**config.mk**
```make
export PLATFORM = sky130hd
export DESIGN_NAME = reservation_station_ooo
export DESIGN_NICKNAME = d
export VERILOG_FILES = /design/src/rtl/rs_pkg.sv /design/src/rtl/rs_age_matrix.sv /design/src/rtl/reservation_station_ooo.sv
export SDC_FILE = /design/constraint.sdc
export NUM_CORES = 2
export LEC_CHECK = 0
export CAP_MARGIN = 20
export CORE_MARGIN = 2
export CORE_UTILIZATION = 42
export DETAILED_ROUTE_END_ITERATION = 7
export SYNTH_ARGS = -nofsm -noshare
export SYNTH_HDL_FRONTEND = slang
export SYNTH_SLANG_ARGS = --single-unit
export TNS_END_PERCENT = 5
```
**constraint.sdc**
```tcl
create_clock -name clk_in -period 4.01 [get_ports clk_in]
set_input_delay 0.802 -clock clk_in [delete_from_list [all_inputs] [get_ports clk_in]]
set_output_delay 0.802 -clock clk_in [all_outputs]
set_load 0.05 [all_outputs]
```
**src/rtl/rs_pkg.sv**
```systemverilog
// Shared widths, op-type encodings, reservation-station entry layout and CDB field extraction.
package rs_pkg;

    localparam int RS_TYPE_WIDTH = 5;
    localparam int RS_ROB_WIDTH  = 4;
    localparam int RS_XLEN       = 32;
    localparam int RS_NUM_CDB    = 2;

    localparam logic [RS_TYPE_WIDTH-1:0] OP_ADD = 5'd0;
    localparam logic [RS_TYPE_WIDTH-1:0] OP_SUB = 5'd1;
    localparam logic [RS_TYPE_WIDTH-1:0] OP_AND = 5'd2;
    localparam logic [RS_TYPE_WIDTH-1:0] OP_OR  = 5'd3;
    localparam logic [RS_TYPE_WIDTH-1:0] OP_XOR = 5'd4;
    localparam logic [RS_TYPE_WIDTH-1:0] OP_SLL = 5'd5;
    localparam logic [RS_TYPE_WIDTH-1:0] OP_SRL = 5'd6;
    localparam logic [RS_TYPE_WIDTH-1:0] OP_SLT = 5'd7;

    typedef struct packed {
        logic                     valid;
        logic [RS_TYPE_WIDTH-1:0] op_type;
        logic [RS_XLEN-1:0]       data_j;
        logic                     pend_j;
        logic [RS_ROB_WIDTH-1:0]  dep_j;
        logic [RS_XLEN-1:0]       data_k;
        logic                     pend_k;
        logic [RS_ROB_WIDTH-1:0]  dep_k;
        logic [RS_ROB_WIDTH-1:0]  rob_id;
        logic [RS_XLEN-1:0]       imm;
    } rs_entry_t;

    function automatic logic [RS_ROB_WIDTH-1:0] cdb_tag_at(
        input logic [RS_NUM_CDB*RS_ROB_WIDTH-1:0] flat,
        input int                                 b
    );
        return flat[b*RS_ROB_WIDTH +: RS_ROB_WIDTH];
    endfunction

    function automatic logic [RS_XLEN-1:0] cdb_data_at(
        input logic [RS_NUM_CDB*RS_XLEN-1:0] flat,
        input int                            b
    );
        return flat[b*RS_XLEN +: RS_XLEN];
    endfunction

endpackage

```
**src/rtl/rs_age_matrix.sv**
```systemverilog
// Dispatch-order age matrix: older_q[i][j]=1 means entry i was dispatched before entry j.
// Used by reservation_station_ooo only when RS_OLDEST_FIRST_EN is defined.
module rs_age_matrix #(
    parameter int RS_SIZE = 8
) (
    input  logic               clk_i,
    input  logic               rst_ni,
    input  logic               en_i,
    input  logic [RS_SIZE-1:0] alloc_i,
    input  logic [RS_SIZE-1:0] free_i,
    input  logic [RS_SIZE-1:0] ready_i,
    output logic [RS_SIZE-1:0] oldest_o
);

    logic [RS_SIZE-1:0] older_q [RS_SIZE];
    logic [RS_SIZE-1:0] older_d [RS_SIZE];

    // Next matrix: freed rows forget their ordering, a new entry is younger than everyone else.
    always_comb begin
        for (int i = 0; i < RS_SIZE; i++) begin
            older_d[i] = free_i[i] ? {RS_SIZE{1'b0}} : older_q[i];
        end
        for (int i = 0; i < RS_SIZE; i++) begin
            if (alloc_i[i]) begin
                older_d[i] = {RS_SIZE{1'b0}};
                for (int j = 0; j < RS_SIZE; j++) begin
                    older_d[j][i] = (j != i) ? 1'b1 : 1'b0;
                end
            end else begin
                older_d[i] = older_d[i];
            end
        end
    end

    // An entry is oldest when no other ready entry is older than it.
    always_comb begin
        for (int i = 0; i < RS_SIZE; i++) begin
            oldest_o[i] = ready_i[i];
            for (int j = 0; j < RS_SIZE; j++) begin
                oldest_o[i] = oldest_o[i] & ~((j != i) && ready_i[j] && older_q[j][i]);
            end
        end
    end

    // Matrix storage, frozen while en_i is low.
    always_ff @(posedge clk_i or negedge rst_ni) begin
        if (!rst_ni) begin
            for (int i = 0; i < RS_SIZE; i++) begin
                older_q[i] <= {RS_SIZE{1'b0}};
            end
        end else if (en_i) begin
            for (int i = 0; i < RS_SIZE; i++) begin
                older_q[i] <= older_d[i];
            end
        end
    end

endmodule

```
**src/rtl/reservation_station_ooo.sv**
```systemverilog
// Multi-CDB reservation station with registered valid/ready issue port.
// Define RS_OLDEST_FIRST_EN for oldest-first select; otherwise lowest-index ready entry issues.
module reservation_station_ooo
    import rs_pkg::*;
#(
    parameter int RS_SIZE    = 8,
    parameter int ROB_WIDTH  = RS_ROB_WIDTH,
    parameter int TYPE_WIDTH = RS_TYPE_WIDTH,
    parameter int XLEN       = RS_XLEN,
    parameter int NUM_CDB    = RS_NUM_CDB
) (
    input  logic                         clk_in,
    input  logic                         rst_in,
    input  logic                         rdy_in,
    input  logic                         flush,
    input  logic                         dec_valid,
    output logic                         dec_ready,
    input  logic [TYPE_WIDTH-1:0]        dec_type,
    input  logic [XLEN-1:0]              dec_data_j,
    input  logic [XLEN-1:0]              dec_data_k,
    input  logic                         dec_pend_j,
    input  logic                         dec_pend_k,
    input  logic [ROB_WIDTH-1:0]         dec_dep_j,
    input  logic [ROB_WIDTH-1:0]         dec_dep_k,
    input  logic [ROB_WIDTH-1:0]         dec_rob_id,
    input  logic [XLEN-1:0]              dec_imm,
    input  logic [NUM_CDB-1:0]           cdb_en,
    input  logic [NUM_CDB*ROB_WIDTH-1:0] cdb_rob_id,
    input  logic [NUM_CDB*XLEN-1:0]      cdb_data,
    output logic                         alu_valid,
    input  logic                         alu_ready,
    output logic [TYPE_WIDTH-1:0]        alu_type,
    output logic [ROB_WIDTH-1:0]         alu_rob_id,
    output logic [XLEN-1:0]              alu_data_j,
    output logic [XLEN-1:0]              alu_data_k,
    output logic [XLEN-1:0]              alu_imm,
    output logic [$clog2(RS_SIZE):0]     occupancy
);

    localparam int IDX_W = $clog2(RS_SIZE);
    localparam int OCC_W = IDX_W + 1;
    localparam logic [OCC_W-1:0] FULL_OCC = OCC_W'(RS_SIZE);

    rs_entry_t             entry_q [RS_SIZE];
    rs_entry_t             entry_d [RS_SIZE];
    rs_entry_t             new_entry_s;
    logic [OCC_W-1:0]      occ_q, occ_d;
    logic                  dec_ready_q, dec_ready_d;
    logic                  alu_valid_q, alu_valid_d;
    logic [TYPE_WIDTH-1:0] alu_type_q, alu_type_d;
    logic [ROB_WIDTH-1:0]  alu_rob_q, alu_rob_d;
    logic [XLEN-1:0]       alu_j_q, alu_j_d;
    logic [XLEN-1:0]       alu_k_q, alu_k_d;
    logic [XLEN-1:0]       alu_imm_q, alu_imm_d;

    logic [RS_SIZE-1:0]    valid_s, ready_s, free_oh_s, sel_oh_s;
    logic [IDX_W-1:0]      sel_idx_s;
    logic                  sel_any_s, dispatch_fire_s, issue_fire_s, consume_s;

    // Lowest-indexed matching bus wins, so scan from the top and let lower buses overwrite.
    function automatic logic [XLEN:0] wake_op(
        input logic                         pend,
        input logic [ROB_WIDTH-1:0]         dep,
        input logic [XLEN-1:0]              data,
        input logic [NUM_CDB-1:0]           en,
        input logic [NUM_CDB*ROB_WIDTH-1:0] tags,
        input logic [NUM_CDB*XLEN-1:0]      datas
    );
        logic [XLEN:0] res;
        res = {pend, data};
        for (int b = NUM_CDB - 1; b >= 0; b--) begin
            if (pend && en[b] && (cdb_tag_at(tags, b) == dep)) begin
                res = {1'b0, cdb_data_at(datas, b)};
            end else begin
                res = res;
            end
        end
        return res;
    endfunction

    // Per-entry status vectors and the lowest free slot.
    always_comb begin
        for (int i = 0; i < RS_SIZE; i++) begin
            valid_s[i] = entry_q[i].valid;
            ready_s[i] = entry_q[i].valid & ~entry_q[i].pend_j & ~entry_q[i].pend_k;
        end
        free_oh_s = ~valid_s & (valid_s + RS_SIZE'(1));
    end

`ifdef RS_OLDEST_FIRST_EN
    logic [RS_SIZE-1:0] age_alloc_s, age_free_s;

    assign age_alloc_s = dispatch_fire_s ? free_oh_s : {RS_SIZE{1'b0}};
    assign age_free_s  = flush ? {RS_SIZE{1'b1}} : (issue_fire_s ? sel_oh_s : {RS_SIZE{1'b0}});

    rs_age_matrix #(
        .RS_SIZE (RS_SIZE)
    ) u_age_matrix (
        .clk_i    (clk_in),
        .rst_ni   (rst_in),
        .en_i     (rdy_in),
        .alloc_i  (age_alloc_s),
        .free_i   (age_free_s),
        .ready_i  (ready_s),
        .oldest_o (sel_oh_s)
    );
`else
    assign sel_oh_s = ready_s & (~ready_s + RS_SIZE'(1));
`endif

    // One-hot select to index; handshake qualifiers.
    always_comb begin
        sel_idx_s = {IDX_W{1'b0}};
        for (int i = 0; i < RS_SIZE; i++) begin
            sel_idx_s = sel_idx_s | (sel_oh_s[i] ? IDX_W'(i) : {IDX_W{1'b0}});
        end
        sel_any_s       = |sel_oh_s;
        consume_s       = alu_valid_q & alu_ready;
        dispatch_fire_s = dec_valid & dec_ready_q & ~flush;
        issue_fire_s    = sel_any_s & (~alu_valid_q | alu_ready) & ~flush;
    end

    // Incoming op with same-cycle CDB capture applied.
    always_comb begin
        logic [XLEN:0] wj, wk;
        wj = wake_op(dec_pend_j, dec_dep_j, dec_data_j, cdb_en, cdb_rob_id, cdb_data);
        wk = wake_op(dec_pend_k, dec_dep_k, dec_data_k, cdb_en, cdb_rob_id, cdb_data);
        new_entry_s.valid   = 1'b1;
        new_entry_s.op_type = dec_type;
        new_entry_s.pend_j  = wj[XLEN];
        new_entry_s.data_j  = wj[XLEN-1:0];
        new_entry_s.dep_j   = dec_dep_j;
        new_entry_s.pend_k  = wk[XLEN];
        new_entry_s.data_k  = wk[XLEN-1:0];
        new_entry_s.dep_k   = dec_dep_k;
        new_entry_s.rob_id  = dec_rob_id;
        new_entry_s.imm     = dec_imm;
    end

    // Entry next state: wakeup everywhere, then dispatch into the free slot, issue frees, flush clears.
    always_comb begin
        logic [XLEN:0] wj, wk;
        for (int i = 0; i < RS_SIZE; i++) begin
            entry_d[i] = entry_q[i];
            wj = wake_op(entry_q[i].pend_j, entry_q[i].dep_j, entry_q[i].data_j,
                         cdb_en, cdb_rob_id, cdb_data);
            wk = wake_op(entry_q[i].pend_k, entry_q[i].dep_k, entry_q[i].data_k,
                         cdb_en, cdb_rob_id, cdb_data);
            entry_d[i].pend_j = wj[XLEN];
            entry_d[i].data_j = wj[XLEN-1:0];
            entry_d[i].pend_k = wk[XLEN];
            entry_d[i].data_k = wk[XLEN-1:0];
            if (dispatch_fire_s && free_oh_s[i]) begin
                entry_d[i] = new_entry_s;
            end else if (issue_fire_s && sel_oh_s[i]) begin
                entry_d[i].valid = 1'b0;
            end else begin
                entry_d[i].valid = entry_q[i].valid;
            end
            entry_d[i].valid = entry_d[i].valid & ~flush;
        end
    end

    // Occupancy and the registered dispatch-ready flag derived from it.
    always_comb begin
        if (flush) begin
            occ_d = {OCC_W{1'b0}};
        end else begin
            occ_d = occ_q + OCC_W'(dispatch_fire_s) - OCC_W'(issue_fire_s);
        end
        dec_ready_d = (occ_d != FULL_OCC);
    end

    // Issue register: load when empty or draining, hold under stall.
    always_comb begin
        alu_valid_d = alu_valid_q;
        alu_type_d  = alu_type_q;
        alu_rob_d   = alu_rob_q;
        alu_j_d     = alu_j_q;
        alu_k_d     = alu_k_q;
        alu_imm_d   = alu_imm_q;
        if (flush) begin
            alu_valid_d = 1'b0;
        end else if (issue_fire_s) begin
            alu_valid_d = 1'b1;
            alu_type_d  = entry_q[sel_idx_s].op_type;
            alu_rob_d   = entry_q[sel_idx_s].rob_id;
            alu_j_d     = entry_q[sel_idx_s].data_j;
            alu_k_d     = entry_q[sel_idx_s].data_k;
            alu_imm_d   = entry_q[sel_idx_s].imm;
        end else if (consume_s) begin
            alu_valid_d = 1'b0;
        end else begin
            alu_valid_d = alu_valid_q;
        end
    end

    // State registers; rdy_in low freezes everything.
    always_ff @(posedge clk_in or negedge rst_in) begin
        if (!rst_in) begin
            for (int i = 0; i < RS_SIZE; i++) begin
                entry_q[i] <= '0;
            end
            occ_q       <= {OCC_W{1'b0}};
            dec_ready_q <= 1'b1;
            alu_valid_q <= 1'b0;
            alu_type_q  <= {TYPE_WIDTH{1'b0}};
            alu_rob_q   <= {ROB_WIDTH{1'b0}};
            alu_j_q     <= {XLEN{1'b0}};
            alu_k_q     <= {XLEN{1'b0}};
            alu_imm_q   <= {XLEN{1'b0}};
        end else if (rdy_in) begin
            for (int i = 0; i < RS_SIZE; i++) begin
                entry_q[i] <= entry_d[i];
            end
            occ_q       <= occ_d;
            dec_ready_q <= dec_ready_d;
            alu_valid_q <= alu_valid_d;
            alu_type_q  <= alu_type_d;
            alu_rob_q   <= alu_rob_d;
            alu_j_q     <= alu_j_d;
            alu_k_q     <= alu_k_d;
            alu_imm_q   <= alu_imm_d;
        end
    end

    assign dec_ready  = dec_ready_q;
    assign occupancy  = occ_q;
    assign alu_valid  = alu_valid_q;
    assign alu_type   = alu_type_q;
    assign alu_rob_id = alu_rob_q;
    assign alu_data_j = alu_j_q;
    assign alu_data_k = alu_k_q;
    assign alu_imm    = alu_imm_q;

endmodule
```
# Word-level counts from Yosys, hierarchy flattened
# Cells that the tools add are included.
dict set report word_totals {
  register_bits 1039
  word_cells 395
  output_inout_bits 111
}
dict set report classes {
  n_lt_le_gt_ge 1
  n_eq_ne 37
  reduce_logical 132
  bitwise_logic 59
  n_mux 74
  n_addsub 4
}
# op count
set op_table {}
lappend op_table {{$mux 33} 36}
lappend op_table {{$mux 110} 8}
lappend op_table {{$bmux 116 s3} 1}
lappend op_table {{$mux 115} 2}
lappend op_table {{$eq 4x4->1} 36}
lappend op_table {{$logic_and 1x1->1} 88}
lappend op_table {{$reduce_bool 3->1} 17}
lappend op_table {{$reduce_and 2->1} 25}
lappend op_table {{$and 1x1->1} 29}
lappend op_table {{$mux 1} 20}
lappend op_table {{$not 1->1} 18}
lappend op_table {{$add 8x1->8 const B} 2}
lappend op_table {{$and 8x8->8} 2}
lappend op_table {{$not 8->8} 2}
lappend op_table {{$mux 3} 4}
lappend op_table {{$or 3x3->3} 3}
lappend op_table {{$reduce_or 8->1} 1}
lappend op_table {{$add 4x1->4} 1}
lappend op_table {{$ge 4x4->1 const B} 1}
lappend op_table {{$mux 2} 2}
lappend op_table {{$mux 4} 1}
lappend op_table {{$ne 4x4->1 const B} 1}
lappend op_table {{$not 3->4} 1}
lappend op_table {{$sub 4x1->4} 1}
lappend op_table {{other kinds (5)} 5}

# Depth between registers and ports, before layout
dict set report depth {
  depth_word 17
  depth_mapped 14
}

# Worst setup path after synthesis
# OpenSTA, ideal clock, no wires.
dict set report synth_timing {
  path_type {register to register}
  from {register entry_q[811] in the netlist's numbering}
  to {register dec_ready_q, in the netlist dec_ready}
  period_less_slack_ps 2912
  path_slack_ps 1098
  t_arrival_ps 2829
  setup_ps 83
  n_path_buf 1
  path_stages_with_launch 14
  path_cell_list {dfrtp_1 > buf_2 > nor3b_2 > nor4b_4 > nand2_1 > and3_1 > ha_1 > inv_1 > ha_1 > fa_1 > xnor2_1 > nor2_1 > nor4_1 > nor2_1}
}
dict set report synth_between {
  elab_chain_len 11
}
# item line_no
set synth_rtl {}
lappend synth_rtl {{start, declared} reservation_station_ooo.sv:44} ;# rs_entry_t entry_q [RS_SIZE];
lappend synth_rtl {{start signal, assigned by index} reservation_station_ooo.sv:214} ;# entry_q[i] <= entry_d[i];
lappend synth_rtl {{$and 1x1->1 * (2 in series)} reservation_station_ooo.sv:85} ;# ready_s[i] = entry_q[i].valid & ~entry_q[i].pend_j & ~entry_q[i].pend_k;
lappend synth_rtl {{$not 8->8} reservation_station_ooo.sv:108} ;# assign sel_oh_s = ready_s & (~ready_s + RS_SIZE'(1));
lappend synth_rtl {{$add 8x1->8} reservation_station_ooo.sv:108}
lappend synth_rtl {{$and 8x8->8 *} reservation_station_ooo.sv:108}
lappend synth_rtl {{$reduce_or 8->1 *} reservation_station_ooo.sv:117} ;# sel_any_s = |sel_oh_s;
lappend synth_rtl {{$and 1x1->1 * (2 in series)} reservation_station_ooo.sv:120} ;# issue_fire_s = sel_any_s & (~alu_valid_q | alu_ready) & ~flush;
lappend synth_rtl {{$sub 4x1->4 *} reservation_station_ooo.sv:169} ;# occ_d = occ_q + OCC_W'(dispatch_fire_s) - OCC_W'(issue_fire_s);
lappend synth_rtl {{$mux 4 *} reservation_station_ooo.sv:166} ;# if (flush) begin
lappend synth_rtl {{$ne 4x4->1 *} reservation_station_ooo.sv:171} ;# dec_ready_d = (occ_d != FULL_OCC);
lappend synth_rtl {{end signal, assigned} reservation_station_ooo.sv:217} ;# dec_ready_q <= dec_ready_d;
lappend synth_rtl {{end, declared} reservation_station_ooo.sv:48} ;# logic dec_ready_q, dec_ready_d;
# Every way passes the cells marked *; elsewhere a longest branch is shown, timed or not.
# A chain may end at the register's enable or synchronous reset.

# Worst setup path after layout
# Ends and elaborated chain as after synthesis.

==> flow_summary.toml <==
[clocking]
cts-root-buf = "clkbuf_16"
clkLatencyLatePin_ns = 0.77
clock-sinks = 1039
cts_buffers = 119
cts_hold_buf = 0
cts_buffer_depth = 3
clkSlewWorstSetupHoldPaths_ns = 0.06
cts_max_level = 3
cts_resized = 0
post-cts-setup-buffers = 0
cts_tree = "done"

[critical_path]
crit_fanout = 8
cp-start-kind = "register"
cpMaxStageDelayCell = "nor4b_4"
worst-path-buf-inv = 1
path_cells = "nor3b_2 -> nor4b_4 -> nand2_1 -> and3_1 -> ha_1 -> inv_1 -> ha_1 -> fa_1 -> xnor2_1 -> nor2_1 -> nor4_1 -> nor2_1"
cp.depth = 12
critPathTopFamily = "simple AND/OR/NAND/NOR gates"
max_stage_delay_ns = 0.53
crit_required_ns = 4.70
critPathCaptureType = "register"
ff2ff_path_depth = 12
critical_path_arrival_ns = 4.08
criticalPathCategory = "reg -> reg"

[logic_synthesis]
synth_top_flop_cell = "dfrtp_1"
avgSynthCellArea_um2 = 8.93
synth_nets = 6454
synth-async-reset-ratio_pct = 100
postSynthCellCount = 6254
ys_seq_area_share_pct = 46.5
ys_seq_elements = 1039
synth_area_leader_cell = "dfrtp_1"
yosys_warnings = 0
ys_top_cells_by_area = "dfrtp_1, nand2_1, o31ai_1"
netlist.area_leader.share_pct = 46.5
synth_edf_count = 0
netlist_area_mm2 = 0.0559
synth_cell_types = 70

[global_route]
grt_pass1_wl_mm = 338
grt_pass1_vias = 50800
use_met2_pct = 49.0
met3_usage_pct = 9.37
busiest_layer = "met2"
grt_max_degree = 126
antenna_found_initial = 22
grt.overflow.total = 0
track_usage_pct = 32.7
grt_use_met1_pct = 43.7

[final_layout]
final_cells = 8132
fin_area_mm2 = 0.0661
area_growth_pct = 18.3
finalNetCount = 6466
mostFrequentLayoutCells = "nand2_1, dfrtp_1, nor2_1, o22ai_1, o31ai_1"
final_common_cell = "nand2_1"
drive_gt1_share_pct = 12.4

[timing]
hold_violations = 0
rsz0062_at_grt = "false"
finalCriticalPeriod_ns = 3.39
setup_viol = 0
relSlewSlack_pct = 30.5
period_share_pct = 84.4
maxSlewViolCount = 0
fin_hold_ws_ns = 0.0296
clock_skew_ns = 0.0271
fmax_mhz = 295
tns_ns = 0
tightest_slew_ns = 1.04

[drt]
antenna_left = 0
routedWlPerCell_um = 27.9
vias_per_cell = 6.37
drc = 0
drtIter0Drc = 6178
routed_wl_mm = 227
first_pass_iters = 8
vias = 51800

[power_and_ir_drop]
power.leakage_nw = 29.7
vdd_ir_drop_max_v = 0.00114
powerDensity_mw_per_mm2 = 625

[placement]
dp_cells = 7900
dp_hpwl_mm = 133
place_congestion = 0.911
io_buffers = 305
placed_cell_area_mm2 = 0.0621

[worst_hold_path]
hp-class = "in -> async"

[die]
die_w_um = 369
num_io_pins = 306
core-area_mm2 = 0.132
die-area_mm2 = 0.136
start_util_pct = 42.4
die_h_um = 369
fp-row-count = 133

[status]
status = "completed"

[run]
drv_cap = 0
-- path summary, 6_finish.rpt --
check / from / endpoint / slack, ns
worst max register to register: entry_q[811] / dec_ready / 0.62
min in group clk_in: entry_q[369] / entry_q[369] / 0.46
worst min-delay path: rst_in / entry_q[395] / 0.03
worst max-delay path: entry_q[811] / dec_ready / 0.62
max in group asynchronous: rst_in / entry_q[222] / 2.74
worst min register to register: entry_q[369] / entry_q[369] / 0.46
-- per-layer routing --
metal | wire [um] | vias to the layer above
met2 | 99100 | 3040
met5 | 197 | -
met3 | 25300 | 679
met1 | 91300 | 25600
met4 | 10800 | 30
li1 | - | 22500
-- logic make-up (layout without fill, tap and decap cells) --
group                      Yosys count  in the layout  synth area share (%)
and+or+nand+nor                   2125           2125                  15.0
AOI/OAI and AO/OA                 1888           1888                  24.0
DFF                               1039           1039                  46.5
buffers and inverters              701            816                  5.12
muxes                              367            367                  7.14
xor gates and xnor gates           129            129                  2.02
adders and majority gates            5              5                 0.125
other                                0              8                     0
-- Yosys cell counts (4+ instances only) --
master / instances
o21ai_0: 53
nor4_1: 25
a21oi_1: 231
clkbuf_1: 403
o31ai_2: 4
nor3_1: 20
nand2_1: 1448
buf_1: 124
a22o_1: 105
a2111o_1: 4
nor2b_1: 12
a211o_1: 105
o221ai_1: 4
or3b_1: 4
o211a_1: 106
nor3b_1: 4
inv_1: 28
nor2_1: 527
ha_1: 4
mux2i_1: 113
buf_4: 6
mux2_2: 252
o21ai_1: 15
nor3b_2: 4
dfrtp_1: 1038
o31ai_1: 508
xnor2_1: 63
o211ai_1: 105
buf_6: 5
nand3_1: 41
o22ai_1: 513
buf_2: 133
xor2_1: 66
a211oi_1: 106
a31oi_1: 4
nand4_1: 5
nand2b_1: 10
-- metrics by stage --
step	setup WS, ns	util [%]	power, mW
2_1_floorplan	1.10	-	24.2
3_5_place_dp	0.259	47.1	30.0
6_report	0.625	50.2	41.3
3_3_place_gp	0.299	47.1	29.8
4_1_cts	0.637	50.1	41.2
5_1_grt	0.453	50.1	43.0
-- where the power goes --
group	internal (mW)	leakage (nW)	total, mW	switching, mW
sequential	12.8	13.9	14.3	1.51
combinational	5.54	13.8	15.8	10.3
clock	6.40	1.97	11.2	4.78
total	24.7	29.7	41.3	16.6
-- sequential cells by signal (all words and copies together), names as in the netlist --
register    count
alu_data_j     32
alu_data_k     32
alu_imm        32
alu_rob_id      4
alu_type        5
alu_valid       1
dec_ready       1
entry_q       928
occupancy       4
-- area by class of cell --
type                       count  area (um^2)
tap                         1755         2200
multi-input combinational   4514        27600
clock inverter                47          508
antenna                        8         20.0
inverter                      30          113
fill                       12300        65700
timing repair buffer         562         6170
sequential                  1039        26000
clock buffer                 177         3480
Power figures use the tool's default switching activity.
